==> config.mk <==
export PLATFORM = sky130hd
export DESIGN_NAME = shared_reg_arbiter
export DESIGN_NICKNAME = d
export VERILOG_FILES = /design/src/rtl/shared_reg_arbiter_pkg.sv /design/src/rtl/shared_reg_arbiter_rr_pick.sv /design/src/rtl/shared_reg_arbiter.sv
export SDC_FILE = /design/constraint.sdc
export NUM_CORES = 1
export LEC_CHECK = 0
export ABC_AREA = 0
export CORE_MARGIN = 4
export CORE_UTILIZATION = 49
export DETAILED_ROUTE_END_ITERATION = 16
export MAX_ROUTING_LAYER = met4
export PLACE_DENSITY = 0.9
export SLEW_MARGIN = 25
export SYNTH_ARGS = -nofsm -noshare
export SYNTH_HDL_FRONTEND = slang
export SYNTH_SLANG_ARGS = --single-unit
==> constraint.sdc <==
create_clock -name clk -period 11.7 [get_ports clk]
set_clock_uncertainty 0.2 [all_clocks]
set_input_delay 1.755 -clock clk [delete_from_list [all_inputs] [get_ports clk]]
set_output_delay 1.755 -clock clk [all_outputs]
set_load 0.005 [all_outputs]
==> src/rtl/shared_reg_arbiter_pkg.sv <==
// Shared definitions for the shared-register arbiter: FSM states,
// default sizing and an index-width helper.
package shared_reg_arbiter_pkg;

  localparam int NREQ_DEF    = 8;
  localparam int W_DEF       = 4;
  localparam int MAXHOLD_DEF = 4;

  typedef enum logic [0:0] {
    IDLE = 1'b0,
    OWN  = 1'b1
  } state_e;

  // Index width that stays at least one bit for a single requester.
  function automatic int idx_w(input int n);
    return (n > 1) ? $clog2(n) : 1;
  endfunction

endpackage

==> src/rtl/shared_reg_arbiter_rr_pick.sv <==
// Round-robin picker: first set bit of the request mask at or after ptr,
// searching cyclically upward. Purely combinational.
module rr_pick
  import shared_reg_arbiter_pkg::*;
#(
  parameter int NREQ = NREQ_DEF,
  localparam int PW  = idx_w(NREQ)
) (
  input  logic [NREQ-1:0] req_i,
  input  logic [PW-1:0]   ptr_i,
  output logic            found_o,
  output logic [PW-1:0]   idx_o
);

  logic [PW-1:0] cand_s;

  // Scan from the farthest candidate down so the nearest hit to ptr wins last.
  always_comb begin
    found_o = 1'b0;
    idx_o   = '0;
    cand_s  = '0;
    for (int k = NREQ - 1; k >= 0; k--) begin
      cand_s = PW'((int'(ptr_i) + k) % NREQ);
      if (req_i[cand_s]) begin
        found_o = 1'b1;
        idx_o   = cand_s;
      end else begin
        found_o = found_o;
      end
    end
  end

endmodule

==> src/rtl/shared_reg_arbiter.sv <==
// Shared register written by NREQ requesters under round-robin arbitration,
// with an optional bounded lock that lets the current owner keep writing.
module shared_reg_arbiter
  import shared_reg_arbiter_pkg::*;
#(
  parameter int NREQ    = NREQ_DEF,
  parameter int W       = W_DEF,
  parameter int MAXHOLD = MAXHOLD_DEF,
  localparam int PW     = idx_w(NREQ),
  localparam int HW     = $clog2(MAXHOLD + 1)
) (
  input  logic              clk,
  input  logic              rst,
  input  logic [NREQ-1:0]   req,
  input  logic [NREQ-1:0]   lock,
  input  logic [NREQ*W-1:0] d_in,
  output logic [W-1:0]      d_out,
  output logic [NREQ-1:0]   ack,
  output logic [PW-1:0]     owner,
  output logic              busy
);

  state_e            state_q, state_d;
  logic [W-1:0]      d_out_q, d_out_d;
  logic [NREQ-1:0]   ack_q, ack_d;
  logic [PW-1:0]     owner_q, owner_d;
  logic [PW-1:0]     ptr_q, ptr_d;
  logic [HW-1:0]     hold_q, hold_d;
  logic              busy_q;

  logic [W-1:0]      slice_s [NREQ];
  logic [NREQ-1:0]   owner_oh_s;
  logic [NREQ-1:0]   mask_s;
  logic              keep_s, forced_s;
  logic              found_s;
  logic [PW-1:0]     win_s;

  // Unpack the write data bus into per-requester slices.
  always_comb begin
    for (int i = 0; i < NREQ; i++) begin
      slice_s[i] = d_in[i*W +: W];
    end
  end

  // Lock continuation and forced-rotation conditions; a forced rotation
  // removes the owner from the candidate mask.
  always_comb begin
    owner_oh_s = {{(NREQ-1){1'b0}}, 1'b1} << owner_q;
    keep_s     = (state_q == OWN) && req[owner_q] && lock[owner_q] &&
                 (hold_q < HW'(MAXHOLD));
    forced_s   = (state_q == OWN) && (hold_q >= HW'(MAXHOLD));
    mask_s     = forced_s ? (req & ~owner_oh_s) : req;
  end

  rr_pick #(.NREQ(NREQ)) u_pick (
    .req_i   (mask_s),
    .ptr_i   (ptr_q),
    .found_o (found_s),
    .idx_o   (win_s)
  );

  // Next-state: at most one write per cycle, either the locked owner or the arbitration winner.
  always_comb begin
    state_d = state_q;
    d_out_d = d_out_q;
    ack_d   = '0;
    owner_d = owner_q;
    ptr_d   = ptr_q;
    hold_d  = hold_q;
    if (keep_s) begin
      d_out_d = slice_s[owner_q];
      ack_d   = owner_oh_s;
      hold_d  = hold_q + HW'(1);
      state_d = OWN;
    end else if (found_s) begin
      d_out_d = slice_s[win_s];
      ack_d   = {{(NREQ-1){1'b0}}, 1'b1} << win_s;
      owner_d = win_s;
      ptr_d   = (win_s == PW'(NREQ - 1)) ? '0 : (win_s + PW'(1));
      hold_d  = HW'(1);
      state_d = OWN;
    end else begin
      hold_d  = '0;
      state_d = IDLE;
    end
  end

  // State and output registers.
  always_ff @(posedge clk or posedge rst) begin
    if (rst) begin
      state_q <= IDLE;
      d_out_q <= '0;
      ack_q   <= '0;
      owner_q <= '0;
      ptr_q   <= '0;
      hold_q  <= '0;
      busy_q  <= 1'b0;
    end else begin
      state_q <= state_d;
      d_out_q <= d_out_d;
      ack_q   <= ack_d;
      owner_q <= owner_d;
      ptr_q   <= ptr_d;
      hold_q  <= hold_d;
      busy_q  <= (state_d == OWN);
    end
  end

  assign d_out = d_out_q;
  assign ack   = ack_q;
  assign owner = owner_q;
  assign busy  = busy_q;

endmodule

==> qor.txt <==
drt via density - 6.856
antenna viol nets, final - 0
Setup CP Type - in -> reg
Area growth, synth to finish - 24.60%
Initial Utilization - 0.5100
status - finished, final reports clean
FP Rows - 27
Port Buf Inserts - 65
routability cong. - 0.9440
area of the mapped netlist - 2843 um^2
Slew headroom - 0.3731
cts bufs inserted - 3
GRT Util Overall - 0.2470
CTS max path bufs - 2
GRT overflow - 0
RSZ-0062 raised after global routing - false
min Tclk post-route - 5315 ps
hold path depth - 1
root buf cell - clkbuf_8
DR pass1 iterations - 5
Final period util - 0.4543
Cells after Synth - 305
Worst-Skew Late Latency - 270 ps
Distinct cells, synth - 58
asr flop ratio synth - 1.000
setup violators final - 0
clock transition at the registers of the reported paths - 80 ps
Worst R2R Path Depth - 13
Worst-Margin Slew - 940.4 ps
CTS tree - built
maximum vdd drop - 0.1996 mV
crit path max fanout - 13
share of layout cells above drive strength 1 - 0.1481
# H-tree levels - 1
post_cts resized - 0
Sequential Area - 550.5 um^2
die area - 7084 um^2
r2r startpoint - ptr_q[0]
Ports - 66
sequential area share after synthesis - 0.1937
Crit. Startpoint - req[5]
Data arrival, critical path - 5270 ps
Max Freq - 188.1 MHz
Via Count - 2900
hold buffers post-CTS - 0
Die Wd - 84.17 um
Total Wirelength - 8579 um
Final HPWL DP - 6524 um
fillers - 466
capturing point of the worst reg2reg path - d_out[0]
max-slew violations - 0
number of synthesized flops with an enable pin - 0
Core Region - 5574 um^2
reg2reg setup slack - 6690 ps
chip height - 84.17 um
routed length per instance - 20.28 um
setup bufs post-CTS - 0
Synth area leaders - dfrtp_1, mux4_2, mux2i_1
post-synthesis cell type with the largest combined area - dfrtp_1
Most used DFF post-synth - dfrtp_1
multi-input logic area - 2125 um^2
drt drc - 0
syn nets - 359
Pleak - 1.347 nW
Final Hold Vio Count - 0
initial antenna violation count - 0
proportion of netlist area held by the largest area contributor - 0.1937
Setup Total Neg Slack - 0 ps
CP endpoint - d_out[0]
largest net degree at the start of global routing - 27
Cell Pwr Density - 373.8 nW/um^2
Yosys reg bits - 22
Worst Setup Start Kind - primary input
Synth Area per Inst - 9.320 um^2
nets - 406
Hold Path Class - reg -> reg
vias in the first global route - 2872
Starting DRT DRC Count - 342
n_diodes - 0
first-pass GRT wire length - 14010 um
Crit path required time - 11660 ps
Pwr Total - 1.324 mW
CP Capture Type - register
max cap viols - 0
Sink Count - 22
Synthesis Warnings - 0
[synthesized netlist by cell type, types with 3 or more instances]
library cell and number:
mux4_2 21, ha_1 4, mux2_2 7, o211ai_1 9, a21oi_1 11, o211ai_2 4, o221ai_1 4, xnor2_1 3
o21a_1 10, clkbuf_1 9, o2111ai_1 6, o22ai_1 8, nand2_1 20, a32o_1 3, nor2_1 21, o21ai_1 7
dfrtp_1 22, o31ai_1 5, inv_1 11, o21ai_0 17, buf_1 3, nand3_1 9, buf_4 3, mux2i_1 31
buf_2 8
[worst min path at each step]
stage	endpoint	from	slack, ps
global placement	hold_q[0]	hold_q[0]	240
finish	hold_q[0]	hold_q[0]	270
global route	hold_q[0]	hold_q[0]	280
floorplan	hold_q[0]	hold_q[0]	230
detailed placement	hold_q[0]	hold_q[0]	260
CTS	hold_q[0]	hold_q[0]	280
[cell type report]
| cell class | instances | share of cell area |
|---|---|---|
| clock buffer | 4 | 0.01554 |
| inverter | 13 | 0.01378 |
| multi-input combinational | 245 | 0.5998 |
| sequential | 22 | 0.1554 |
| tap | 72 | 0.02543 |
| timing repair buffer | 67 | 0.1900 |
[power by group]
group / internal, mW / switching, mW / total, mW
Sequential: 0.111 / 0.0757 / 0.187
Combinational: 0.492 / 0.590 / 1.08
Clock: 0.0301 / 0.0257 / 0.0558
Total: 0.633 / 0.691 / 1.32
[metal layers]
| layer | vias to the layer above | track usage | share of wire |
|---|---|---|---|
| li1 | 1301 | - | - |
| met1 | 1405 | 0.2956 | 0.40 |
| met2 | 164 | 0.4118 | 0.49 |
| met3 | 30 | 0.03238 | 0.080 |
| met4 | 0 | 0.1155 | 0.036 |
| met5 | - | - | 0 |
[sequential cells by signal, summed over array words and instances, names as in the netlist]
register / flops
busy: 1
ptr_q: 3
hold_q: 3
ack: 8
owner: 3
d_out: 4
[critical path, stage by stage]
cell and delay (ps):
clkdlybuf4s50_1 410, o21ai_1 480, o21ai_0 350, mux2i_1 370, o2111ai_1 210, a2111oi_4 700
nor2_2 240, nand4bb_1 320, o22ai_1 150, a211o_1 260
[metrics by stage]
| stage | utilization | hold slack (ps) | worst slack (ps) | std cells | instance area, um^2 |
|---|---|---|---|---|---|
| global placement | 0.6229 | 240.4 | 6003 | 418 | 3472 |
| detailed placement | 0.6229 | 264.5 | 5883 | 418 | 3472 |
| floorplan | - | 226.8 | 7348 | 305 | 2843 |
| finish | 0.6355 | 269.5 | 6385 | 423 | 3542 |
| global route | 0.6355 | 280.4 | 6160 | 423 | 3542 |
| CTS | 0.6328 | 275.3 | 6136 | 422 | 3527 |
[cell usage in the layout, fill, tap and decap left out, types with 5 or more instances in the layout]
master and n:
mux2_2 7, o2111ai_1 6, nand2_1 20, o21ai_1 7
clkdlybuf4s50_1 65, mux4_2 21, inv_1 11, nand3_1 9
nor2_1 21, o22ai_1 8, o211ai_1 9, a21oi_1 11
o31ai_1 5, mux2i_1 31, dfrtp_1 22, o21ai_0 17
o21a_1 10
[cell families after synthesis]
kind of cell | share of synthesized area
adders and majority gates | 0.01761
DFF | 0.1937
buffers and inverters | 0.06294
muxes | 0.3033
and+or+nand+nor | 0.1237
xor gates and xnor gates | 0.01541
AOI/OAI and AO/OA | 0.2835
No activity file was read; power rests on OpenSTA's default activity.
==> RTL change 1: new RTL, config.mk and constraints unchanged <==
Set the package constant `MAXHOLD_DEF` to 8 (it was 4).
--- a/src/rtl/shared_reg_arbiter_pkg.sv
+++ b/src/rtl/shared_reg_arbiter_pkg.sv
@@ -4,7 +4,7 @@
 
   localparam int NREQ_DEF    = 8;
   localparam int W_DEF       = 4;
-  localparam int MAXHOLD_DEF = 4;
+  localparam int MAXHOLD_DEF = 8;
 
   typedef enum logic [0:0] {
     IDLE = 1'b0,
Behaviour: no difference found for any inputs over 4 cycles, from zero or initial values and one cycle with rst high; that may be too few to reach the edited logic, so the function may still have changed.
==> RTL change 1 against the unedited design <==
Sequential cell count grew 1. Area after synthesis is 3.4% higher. Sequential power rose by 6%. Non-clock buffer count decreased by 1. Cell count increased by 6.4%. Synthesized cell count grew 7.2%. Routed wire length increased by 7.0%. Critical endpoint is now d_out[2]$_DFFE_PP0P_. Design area is 2.2% higher. Power fell by 6.4%. Setup slack got worse by 0.30 ns.
==> RTL change 1: results (changes against the unedited design) <==
** Route
- The DRC marker count from the first detailed-route iteration is 320 (-6.4%).
- Per-cell routed wire length :: 20.4 um (+0.61%)
- The via count was 3,074 (+6.0%).

** Logic synthesis
- The sequential element share of the synthesized area came to 0.196 (+0.00217).
- Count of distinct cell types in the synthesized netlist :: 65 (+12%)
- By count the netlist is led by nand2_1 (32), dfrtp_1 (23), mux4_2 (21).
- Warnings from Yosys :: 0 (unchanged)
- The proportion of register bits with asynchronous set or reset after synthesis is 1.00 (unchanged).
- Top post-synthesis cells by area :: dfrtp_1 (20%), mux4_2 (16%), mux2i_1 (6.5%)
- The average footprint of a synthesized cell is 8.99 sq um (-3.6%).
- Most numerous cell in the Yosys netlist :: nand2_1
- Post-Synthesis Net Count :: 382 (+6.4%)

** Finish
- The layout filler cell count is 470 (+0.86%).
- # nets final :: 434 (+6.9%)
- The fraction of final layout cells with drive strength greater than 1 was 0.114 (-0.0344).
- Antenna diode count :: 0 (unchanged)
- The non-filler instance count after layout was 450 (+6.4%).

** STA
- The slew at the pin closest to its max-slew limit came to 0.955 ns (+0.0150 ns).
- Final Hold Fails :: 0 (unchanged)

** Clocking
- Num CTS Buffers :: 3 (unchanged)
- Number of gates resized after cts :: 0 (unchanged)
- H-tree levels :: 1 (unchanged)
- Clock Root Buffer :: clkbuf_8
- The register clock-pin slew on the reported worst setup and hold paths was 0.08 ns (about the same).
- The maximum clock path buffer count came to 2 (unchanged).
- Insertion delay to the later sink of the worst-skew pair :: 0.27 ns (about the same)

** Placed design
- The routability congestion estimate is 0.985 (+4.4%).
- The placed wire-length estimate after detailed placement was 7120 um (+9.1%).
- Port buffer count :: 65 (unchanged)
- The placed instance area was 0.00357 sq mm (+2.9%).
- The placement-stage worst setup slack is 6.22 ns (+0.334 ns).

** Critical path
- Critical path fanouts, max :: 17 (+4)
- For this design, the slowest cell found on the critical path is ha_1.
- Critical path data arrival time :: 5.56 ns (+0.29 ns)
- Kind of cell adding the most delay to the critical path :: multiplexers
- Critical path's largest stage delay :: 0.93 ns (+0.23 ns)

** GRT
- The wire length of the first global-routing pass was 14,900 um (+6.7%).
- The maximum number of pins on one net before global-route repair is 31 (+15%).
- Total GRT Usage :: 0.264 (+0.0167)

** Pwr
- The cell leakage power is 1.40 nW (+3.9%).
- The maximum ir drop on the vdd rail came to 0.290 mV (+45%).

** Min path
- Hold crit path type :: register to register

** Status
- Run status :: finished clean
## RTL change 1: final timing paths
check	end	start	cells past startpoint	slack, ns
max	d_out[2]$_DFFE_PP0P_	ptr_q[0]$_DFFE_PP0P_	12	6.08
min	hold_q[0]$_DFF_PP0_	hold_q[0]$_DFF_PP0_	1	0.30
max reg2reg	d_out[2]$_DFFE_PP0P_	ptr_q[0]$_DFFE_PP0P_	12	6.08
min reg2reg	hold_q[0]$_DFF_PP0_	hold_q[0]$_DFF_PP0_	1	0.30
max in group asynchronous	ack[0]$_DFF_PP0_	rst	2	9.03
min in group asynchronous	hold_q[0]$_DFF_PP0_	rst	2	1.75
## RTL change 1: per-layer routing
layer	routed length (um)	track usage
met2	4430	0.429
met1	3590	0.322
met3	826	0.0369
met5	0	-
met4	331	0.124
## RTL change 1: stage by stage
step | hold slack (ns) | total power [W] | util
after floorplan | 0.249 | 0.000948 | -
after detailed placement | 0.299 | 0.00116 | 0.630
after CTS | 0.310 | 0.00122 | 0.638
final | 0.300 | 0.00124 | 0.638
after global routing | 0.325 | 0.00133 | 0.638
after global placement | 0.271 | 0.00114 | 0.630
## RTL change 1: cell families after synthesis
family | share of synthesized area
AO/OA/AOI/OAI | 0.283
AND/OR/NAND/NOR | 0.172
multiplexers | 0.250
buffers and inverters | 0.0639
flip-flops | 0.196
XOR/XNOR | 0.0149
adder cells (fa/ha/maj) | 0.0213
## RTL change 1: layout make-up
cell class | count | share of cell area
multi-input cells | 266 | 0.601
repair buffers | 66 | 0.182
flip-flops and latches | 23 | 0.159
well taps | 72 | 0.0249
inverters | 19 | 0.0204
clock buffers | 4 | 0.0124
## RTL change 1: where the power goes
group | leakage, nW | switching, W | total (W) | internal, W
Clock | 0.0228 | 0.0000251 | 0.0000495 | 0.0000243
Combinational | 1.09 | 0.000535 | 0.000992 | 0.000457
Sequential | 0.287 | 0.0000837 | 0.000198 | 0.000114
==> RTL change 2: new RTL, config.mk and constraints unchanged <==
Without the edit above. Reset style: synchronous (`rst`), changed in one clocked block.
--- a/src/rtl/shared_reg_arbiter.sv
+++ b/src/rtl/shared_reg_arbiter.sv
@@ -86,7 +86,7 @@
   end
 
   // State and output registers.
-  always_ff @(posedge clk or posedge rst) begin
+  always_ff @(posedge clk) begin
     if (rst) begin
       state_q <= IDLE;
       d_out_q <= '0;
Function: differs if rst is asserted again (counterexample within 4 cycles, from zero or initial values and one cycle with rst high); with rst held inactive, the same outputs for 4 cycles.
==> RTL change 2 against the unedited design <==
Area after synthesis decreased by 11%. Setup slack improved by 0.034 ns. Design area decreased by 9.5%. Combinational power decreased by 39%. Sequential cell count unchanged. Critical path depth increased by 1. Synthesized cell count decreased by 4.9%. Power decreased by 36%. Cell count decreased by 4.3%. Worst hold slack improved by 0.0067 ns. Non-clock buffer count decreased by 1. Routed wire length decreased by 14%. Largest cell class unchanged.
==> RTL change 2: results (changes against the unedited design) <==
** Placed design
- The post-placement cell count is 402 (-3.8%).
- Post-place setup slack :: 6.32 ns (+0.439 ns)
- Total cell area at the placement stage :: 0.00316 sq mm (-8.9%)
- The placed wire-length estimate after detailed placement was 5580 um (-14%).
- The routability congestion estimate was 0.985 (+4.3%).

** GRT
- Global routing met2 resource utilization :: 0.407 (-0.00525)
- The global routing met3 resource utilization is 0.0451 (+0.0128).
- Maximum number of pins on one net before global-route repair :: 28 (+3.7%)
- Total GRT Usage :: 0.238 (-0.00900)
- The number of global-route vias before repair came to 2,564 (-11%).
- The wire length of the first global-routing pass is 12,000 um (-14%).

** Route
- The via count came to 2,650 (-8.6%).
- Per-cell routed wire length :: 18.1 um (-11%)
- Total met3 wirelength after detailed routing :: 772 um (+13%)
- Routed via count divided by cell count :: 6.54 (-4.6%)
- The met2 layer wire length in the routed design is 3520 um (-16%).
- The DRC marker count from the first detailed-route iteration was 353 (+3.2%).

** Logic synthesis
- The adder and majority cell fraction of the synthesized area is 0.0148 (-0.00278).
- Among all flip-flop cells after synthesis, the most frequent one is dfxtp_1.
- The multiplexer fraction of the synthesized cell area is 0.300 (-0.00370).
- Count of distinct cell types in the synthesized netlist :: 60 (+3.4%)
- The share of the synthesized area in compound gates (AO/OA/AOI/OAI) is 0.241 (-0.0427).
- Number of standard cells after synthesis :: 290 (-4.9%)
- Most frequent cells after synthesis :: mux2i_1 (35), nor2_1 (33), dfxtp_1 (22)
- The post-synth net total is 343 (-4.5%).
- The post-synthesis xor/xnor area fraction was 0.0242 (+0.00882).
- The proportion of register bits with asynchronous set or reset after synthesis was 0 (-1.00).

** Critical path
- Worst r2r dst :: d_out[0]$_SDFFE_PP0P_
- The data arrival time of the critical path was 5.23 ns (-0.04 ns).
- The delay of the slowest cell on the worst path came to 0.81 ns (+0.11 ns).
- The largest individual stage delay along the critical path comes from the cell ha_1.
- Reg2reg setup slack :: 6.42 ns (-0.27 ns)
- Cells on worst reg2reg path :: 11 (-2)
- Launch point of the worst path :: ptr_q[0]$_SDFFE_PP0P_
- Classification of the worst setup path :: register to register

** STA
- The tightest hold margin is 0.276 ns (+0.00671 ns).
- The remaining max-slew budget at the tightest pin is 0.419 (+0.0457).

** Finish
- The layout filler cell count came to 407 (-13%).
- Layout buffer count excluding clock buffers :: 66 (-1.5%)
- # nets final :: 393 (-3.2%)
- Share of cells above drive strength 1 :: 0.109 (-0.0387)
- Count of clock-net buffers in the final layout :: 3 (-1)
- Multi-input gates :: 239 (-2.4%)
- Clock distribution area overhead in the final layout :: 0.0129 (-0.00267)
- The flip-flop and latch count was 22 (unchanged).
- The non-clock buffer contribution to total cell area came to 0.205 (+0.0152).

** Min path
- Critical hold path startpoint :: hold_q[0]$_SDFF_PP0_
- For hold timing, the worst endpoint is hold_q[0]$_SDFF_PP0_.

** Status
- The run finished with clean final reports.

** Pwr
- The maximum ir drop on the vdd rail is 0.131 mV (-34%).
- The cell leakage power is 1.18 nW (-12%).

** Floorplan
- Tapcells :: 67 (-6.9%)
==> RTL change 2: cell types whose count changed after synthesis, sizes merged, moves of 6 or more <==
| cell | unedited run | this run |
|---|---|---|
| dfrtp | 22 | 0 |
| dfxtp | 0 | 22 |
| inv | 13 | 7 |
| mux2 | 7 | 1 |
| nand2 | 21 | 15 |
| nor2 | 22 | 33 |
| nor3 | 0 | 13 |
| o21ai | 26 | 20 |
==> RTL change 2: cells by family after synthesis <==
logic type,after synthesis
xor+xnor,7
flops,22
compound gates,80
fa+ha+maj,3
mux,54
simple gates,95
buf+inv,29
==> RTL change 2: where the power goes <==
part / internal (W) / total [W] / switching [W] / leakage, nW
Sequential: 0.0000988 / 0.000139 / 0.0000404 / 0.181
Clock: 0.0000230 / 0.0000454 / 0.0000224 / 0.0216
Combinational: 0.000309 / 0.000660 / 0.000351 / 0.976
Total: 0.000431 / 0.000845 / 0.000414 / 1.18
